`src/rtl/chan_reg_bank.sv`:
```
// Multi-channel register bank: one write port demuxed into NUM_CH words, two independent registered read ports.
// Latency: write lands in storage after 1 edge; read data/valid appear 1 cycle after the sampling edge.
// Backpressure: none; a write and one read per port are accepted every cycle with no stalls.
//
// Ports:
//   clk, rst_n            : clock, synchronous active-low reset
//   clr                   : bulk clear of all channels
//   wr_en/wr_sel/wr_data  : write strobe, channel index, data
//   rd_en_x/rd_sel_x      : read strobe and channel index for port x (a, b)
//   rd_data_x/rd_vld_x    : registered read data and one-cycle valid for port x
//   sel_err               : one-cycle pulse, an enabled port used an out-of-range index
module chan_reg_bank #(
  parameter int NUM_CH   = 32,
  parameter int WIDTH    = 20,
  parameter int SEL_W    = $clog2(NUM_CH),
  parameter bit ZERO_CH0 = 1'b0
) (
  input  logic             clk,
  input  logic             rst_n,
  input  logic             clr,
  input  logic             wr_en,
  input  logic [SEL_W-1:0] wr_sel,
  input  logic [WIDTH-1:0] wr_data,
  input  logic             rd_en_a,
  input  logic [SEL_W-1:0] rd_sel_a,
  input  logic             rd_en_b,
  input  logic [SEL_W-1:0] rd_sel_b,
  output logic [WIDTH-1:0] rd_data_a,
  output logic             rd_vld_a,
  output logic [WIDTH-1:0] rd_data_b,
  output logic             rd_vld_b,
  output logic             sel_err
);

  // One extra bit so the compare also works when NUM_CH == 2**SEL_W.
  localparam logic [SEL_W:0] LIMIT = (SEL_W+1)'(NUM_CH);

  logic [WIDTH-1:0] mem_q [NUM_CH];
  logic [WIDTH-1:0] mem_d [NUM_CH];
  // Value each channel presents to a same-cycle read: clear and write bypass
  // already applied. It is also exactly the next storage contents.
  logic [WIDTH-1:0] vis   [NUM_CH];

  logic [WIDTH-1:0] rd_data_a_q, rd_data_a_d;
  logic [WIDTH-1:0] rd_data_b_q, rd_data_b_d;
  logic             rd_vld_a_q, rd_vld_a_d;
  logic             rd_vld_b_q, rd_vld_b_d;
  logic             sel_err_q, sel_err_d;

  logic in_w, in_a, in_b, wr_ok;

  always_comb begin
    in_w  = {1'b0, wr_sel}   < LIMIT;
    in_a  = {1'b0, rd_sel_a} < LIMIT;
    in_b  = {1'b0, rd_sel_b} < LIMIT;
    wr_ok = wr_en && in_w && !(ZERO_CH0 && (wr_sel == '0));

    for (int i = 0; i < NUM_CH; i++) begin
      if ((ZERO_CH0 && (i == 0)) || clr) begin
        vis[i] = '0;
      end else if (wr_ok && (wr_sel == SEL_W'(i))) begin
        vis[i] = wr_data;
      end else begin
        vis[i] = mem_q[i];
      end
      mem_d[i] = vis[i];
    end

    rd_data_a_d = rd_data_a_q;
    if (rd_en_a) begin
      rd_data_a_d = in_a ? vis[rd_sel_a] : '0;
    end
    rd_data_b_d = rd_data_b_q;
    if (rd_en_b) begin
      rd_data_b_d = in_b ? vis[rd_sel_b] : '0;
    end
    rd_vld_a_d = rd_en_a;
    rd_vld_b_d = rd_en_b;

    sel_err_d = (wr_en && !in_w) || (rd_en_a && !in_a) || (rd_en_b && !in_b);
  end

  always_ff @(posedge clk) begin
    if (!rst_n) begin
      for (int i = 0; i < NUM_CH; i++) begin
        mem_q[i] <= '0;
      end
      rd_data_a_q <= '0;
      rd_data_b_q <= '0;
      rd_vld_a_q  <= 1'b0;
      rd_vld_b_q  <= 1'b0;
      sel_err_q   <= 1'b0;
    end else begin
      for (int i = 0; i < NUM_CH; i++) begin
        mem_q[i] <= mem_d[i];
      end
      rd_data_a_q <= rd_data_a_d;
      rd_data_b_q <= rd_data_b_d;
      rd_vld_a_q  <= rd_vld_a_d;
      rd_vld_b_q  <= rd_vld_b_d;
      sel_err_q   <= sel_err_d;
    end
  end

  assign rd_data_a = rd_data_a_q;
  assign rd_data_b = rd_data_b_q;
  assign rd_vld_a  = rd_vld_a_q;
  assign rd_vld_b  = rd_vld_b_q;
  assign sel_err   = sel_err_q;

endmodule

```
`config.mk`:
```
export PLATFORM = sky130hd
export DESIGN_NAME = chan_reg_bank
export DESIGN_NICKNAME = d
export VERILOG_FILES = /design/src/rtl/chan_reg_bank.sv
export SDC_FILE = /design/constraint.sdc
export NUM_CORES = 2
export LEC_CHECK = 0
export ABC_CLOCK_PERIOD_IN_PS = 3200
export BUFFER_PORTS_ARGS = -buffer_cell sky130_fd_sc_hd__buf_2
export CORE_MARGIN = 2
export CORE_UTILIZATION = 50
export CTS_CLUSTER_SIZE = 30
export DETAILED_ROUTE_END_ITERATION = 6
export PLACE_DENSITY = 0.68
export SETUP_SLACK_MARGIN = 0.2
export SLEW_MARGIN = 15
export SYNTH_ARGS = -nofsm -noshare
export SYNTH_HDL_FRONTEND = slang
export SYNTH_SLANG_ARGS = --single-unit
export TNS_END_PERCENT = 100
```
`constraint.sdc`:
```
create_clock -name clk -period 3.2 [get_ports clk]
set_input_delay 0.32 -clock clk [delete_from_list [all_inputs] [get_ports clk]]
set_output_delay 0.32 -clock clk [all_outputs]
set_load 0.02 [all_outputs]
```
After elaboration in Yosys (flattened, before gate mapping). Memories as Yosys holds them, arrays and structs flattened. Cells that the tools add are included. Widths: inputs -> output; s select.

Bits in registers: 42. Memories: 1. Output and inout bits: 43. Logic and storage cells: 209. Input bits: 41. Bits in writable memories: 640.

Memory list: mem_q (words 32, bits a word 20, rd ports 32, clocked after memory_dff 0, wr ports 32, line 38) `logic [WIDTH-1:0] mem_q [NUM_CH];`.

Reductions and logical operators: 33. Order comparisons: 2. Eq/ne operators: 31. Bitwise logic cells: 34. Mux-type cells: 104.

Operators with widths (number): $mux 20 (100); $bmux 20 s5 (2); $eq 5x5->1 const B (16); $eq 5x4->1 const B (8); $logic_and 1x1->1 (32); $or 1x1->1 (32); $eq 5x3->1 const B (4); $ge 6x6->1 const B (2); $not 5->6 (2); $eq 5x2->1 const B (2); $eq 5x1->1 const B (1); $logic_not 5->1 (1); $mux 1 (2).

Logic depth before layout (Yosys ltp).
Word-level depth: 7. Depth in mapped cells: 13. Depth with buffers taken out: 8.

Worst setup path after synthesis. No wires, ideal clock.

Kind: in2reg. From: input wr_sel[2]. To: register rd_data_a_q[2] (netlist: rd_data_a[2]). Data required time: 3.083 ns. Arrival: 2.486 ns. Path buffers: 3. Path slack: 0.597 ns. Stages on the path: 11. Setup time: 0.117 ns. Cell sequence: clkbuf_1 -> nand2_1 -> nor2_1 -> buf_2 -> buf_4 -> mux2i_1 -> o21ai_0 -> o221a_2 -> o21ai_0 -> a32oi_1 -> a32o_1.

Longest elaborated chain between the ends: 7. Elaborated cells between the ends (all ways): 131. Those cells by class: 31 x eq/ne; 67 x mux; 33 x reduce/logical.

Ends and longest elaborated chain: start, declared (line 22) `input logic [SEL_W-1:0] wr_sel,`; $eq 5x5->1, or another cell as far along (line 61) `end else if (wr_ok && (wr_sel == SEL_W'(i))) begin`; $logic_and 1x1->1 (line 61); $mux 20 (line 61); $mux 20 (line 59) `if ((ZERO_CH0 && (i == 0)) || clr) begin`; $bmux 20 s5 (*) (line 71) `rd_data_a_d = in_a ? vis[rd_sel_a] : '0;`; $mux 20 (not written as such) (*) (2 in a row) (line 71); end signal, assigned (line 97) `rd_data_a_q <= rd_data_a_d;`; end, declared (line 44) `logic [WIDTH-1:0] rd_data_a_q, rd_data_a_d;`.

Mark *: on every way between the ends. The rest lies on a longest branch, timed or not. The select of a mux whose other input is x is not followed. A chain may end at the register's enable or synchronous reset.

Worst setup path after layout.
From: input wr_sel[0]. To: register rd_data_b_q[12] (netlist: rd_data_b[12]).

Longest elaborated chain between the ends: 7. Elaborated cells between the ends (all ways): 131. Those cells by class: 31 x eq/ne; 67 x mux; 33 x reduce/logical.

Ends and longest elaborated chain: $eq 5x5->1, or another cell as far along (line 61); $logic_and 1x1->1 (line 61); $mux 20 (line 61); $mux 20 (line 59); $bmux 20 s5 (*) (line 75) `rd_data_b_d = in_b ? vis[rd_sel_b] : '0;`; $mux 20 (not written as such) (*) (2 in a row) (line 75); end signal, assigned (line 98) `rd_data_b_q <= rd_data_b_d;`; end, declared (line 45) `logic [WIDTH-1:0] rd_data_b_q, rd_data_b_d;`.

Marks and branches as above.

==> run metrics <==
outcome finished, violations left; failing checks DRC; Skew-Pair Late Insertion Delay 670 ps; area grow syn2layout 15.7%; final wirelength 191000 um; core box area 0.0793 sq mm; total global-route track usage 44.6%; num rows 103; initial DRC count 7227; # hold bufs at CTS 0; Top FF cell, synth dfxtp_1; Synth Net Count 5360; Max VDD drop 0.000438 V; Adder-Cell Fraction of Synth Area 0%; # Max-Cap Violations 0; HP Start wr_data[10]; Peak Freq 0.369 GHz; unrepaired setup endpoints after global routing false; cell with the most instances after synthesis dfxtp_1; synth cell count leaders dfxtp_1 (682), nor2_1 (587), a21oi_1 (531), nand2_1 (499), clkbuf_1 (423); Final nets 5421; crit end category register; Final Util 58.5%; dpl hpwl 127000 um; H-tree depth 3; FF+latch count, synth 682; largest net degree at the start of global routing 161; DRC viols 20; layout cells sized above 1 14.4%; leakage 17.3 nW; most area-consuming cells after synthesis dfxtp_1 (34%), mux2i_1 (8.6%), a21oi_1 (6.6%); WS Path Type primary input to register; final period utilization 84.7%; final worst slack 489 ps; number of synthesized flops with an enable pin 0; Synth area leader dfxtp_1; fill cell count 7432; Multi-input gate area 0.0243 sq mm; Die W 287 um; worst clock skew 28.9 ps; crit path DAT 3270 ps; min-delay worst type primary input to register; total gr overflow 0; simple-gate share of the synthesized area 21.4%; Placed Cells 6348; port buffer count 82; measured slew at the worst slew-check pin 1170 ps; synth warn 0; Max-slew headroom 20.8%; Synth Instances 5319; largest family of logic cells by synthesized area compound AO/OA/AOI/OAI gates; final hold vios 0; worst-path fanout max 21; CP Launch Point wr_sel[0]; CTS sink cnt 682; XOR/XNOR share of the synthesized area 0%; setup slack at placement -22.2 ps; RR Startpoint mem_q[1][43]; drt first pass iters 7; largest buffer count on any clock path 3; Antenna Nets Post-Route 0; Total Die Area 0.0825 sq mm; die height 287 um; Pwr Total 21.1 mW; vias in the first global route 41500; CP Data Required Time 3760 ps; DR vias 45600; compound-cell area share of the yosys netlist 28.7%; IO Pins 84; Post-CTS Setup Repair Bufs 0; initial antenna violation count 8; Initial Util 50.6%; CTS tree yes; Post-Syn Area per Cell 7.54 sq um; CP Launch Type primary input; fin. max-slew vios 0; gpl congestion 1.07; clock transition at the registers of the reported paths 60 ps; library cells used by synthesis 82; cell area after synthesis 0.0401 sq mm; multiplexer share of the synthesized area 10.1%; pwr dens 455 mW/mm^2; first-pass GRT wire length 278000 um; fin crit period 2710 ps; register area 0.0137 sq mm; Yosys top cell area share 34.0%; clock buffer count from CTS 80; vias per cell 7.02; Setup violations, final 0; drt wl/cell 29.4 um; FFs w/ async S/R, synth 0%; register area share after synthesis 34.0%; non-filler instance count after layout 6492; root buf cell clkbuf_16
## what timing repair did
action / 4_1_cts / 5_1_grt
resized for setup: 0 / 1
setup endpoints to repair: 0 / 1
hold endpoints to repair: 0 / 0
## final timing paths
kind	slack [ps]	end	cells after the start
min	140	mem_q[1][110]	3
max reg2reg	1020	rd_data_a[3]	7
min reg2reg	470	mem_q[0][50]	2
max	490	rd_data_b[12]	10
## power by group
part	total [mW]	internal (mW)	switching (mW)
Combinational	3.23	0.890	2.34
Clock	9.28	5.36	3.92
Sequential	8.59	8.54	0.0499
## cell usage in the layout (no fill, tap or decap), types with 11 or more instances in the layout
cell / netlist / layout
dfxtp_1: 682 / 682
nor2_1: 587 / 578
a21oi_1: 531 / 531
nand2_1: 499 / 496
o21ai_0: 415 / 415
buf_4: 16 / 405
mux2i_1: 346 / 346
and2_1: 261 / 259
nand3_1: 220 / 220
nor3_1: 172 / 172
a211oi_1: 142 / 142
o22ai_1: 136 / 136
clkbuf_16: 0 / 82
buf_2: 62 / 77
o211ai_1: 69 / 69
a221oi_1: 64 / 64
o221ai_1: 55 / 55
buf_12: 0 / 52
a31oi_1: 51 / 51
mux2_2: 45 / 45
nand2b_1: 43 / 40
a2111oi_0: 34 / 34
a221o_1: 29 / 29
a31o_2: 28 / 28
nor2b_1: 26 / 22
o31ai_1: 21 / 21
clkbuf_1: 423 / 21
a31o_1: 17 / 17
a22oi_1: 17 / 17
clkinv_2: 0 / 15
and3_1: 15 / 15
o2111ai_1: 15 / 15
clkbuf_8: 0 / 15
nor4_1: 14 / 14
a211o_1: 13 / 13
a22o_1: 13 / 13
o21a_1: 12 / 12
o32ai_1: 11 / 11
## stage by stage
stage	cell area, sq um	hold slack (ps)	TNS, ps
6_report	46400	136	0
5_1_grt	46400	134	0
4_1_cts	46400	114	0
3_5_place_dp	43800	446	-22.2
3_3_place_gp	43800	448	-9.92
2_1_floorplan	40100	437	0
## critical path, cell delays in order
cell     delay [ps]
buf_2           280
and4b_1         580
nand2_1         180
buf_12          210
mux2i_1         300
nor2_1           80
o31a_1          230
o21ai_0          90
nand3_1         490
a32o_1          440
## area by class of cell
class                      count  area share [%]
inverter                      12           0.113
timing repair buffer         538            9.73
sequential                   682            29.4
antenna                        5          0.0270
multi-input combinational   4066            52.3
clock inverter                21           0.510
tap                         1050            2.83
clock buffer                 118            5.04
## flip-flops by register name, indices dropped and copies added (netlist names)
register   count
mem_q        640
rd_vld_a       1
rd_data_a     20
rd_vld_b       1
rd_data_b     20
## cells by family (layout without fill, tap and decap cells)
group | count (synthesis) | after routing
other | 1 | 6
AO/OA/AOI/OAI | 1799 | 1799
buffers and inverters | 571 | 689
multiplexers | 395 | 395
flip-flops | 682 | 682
AND/OR/NAND/NOR | 1871 | 1871
## routing by layer
metal	GRT usage [%]	up-vias	part of all wire, %
met5	0	-	0.020
met3	13.1	996	14
met2	63.5	3670	41
met4	35.9	6	9.6
met1	55.9	21400	36
li1	-	19500	-
Note: power is estimated with default switching activity, not from simulation.
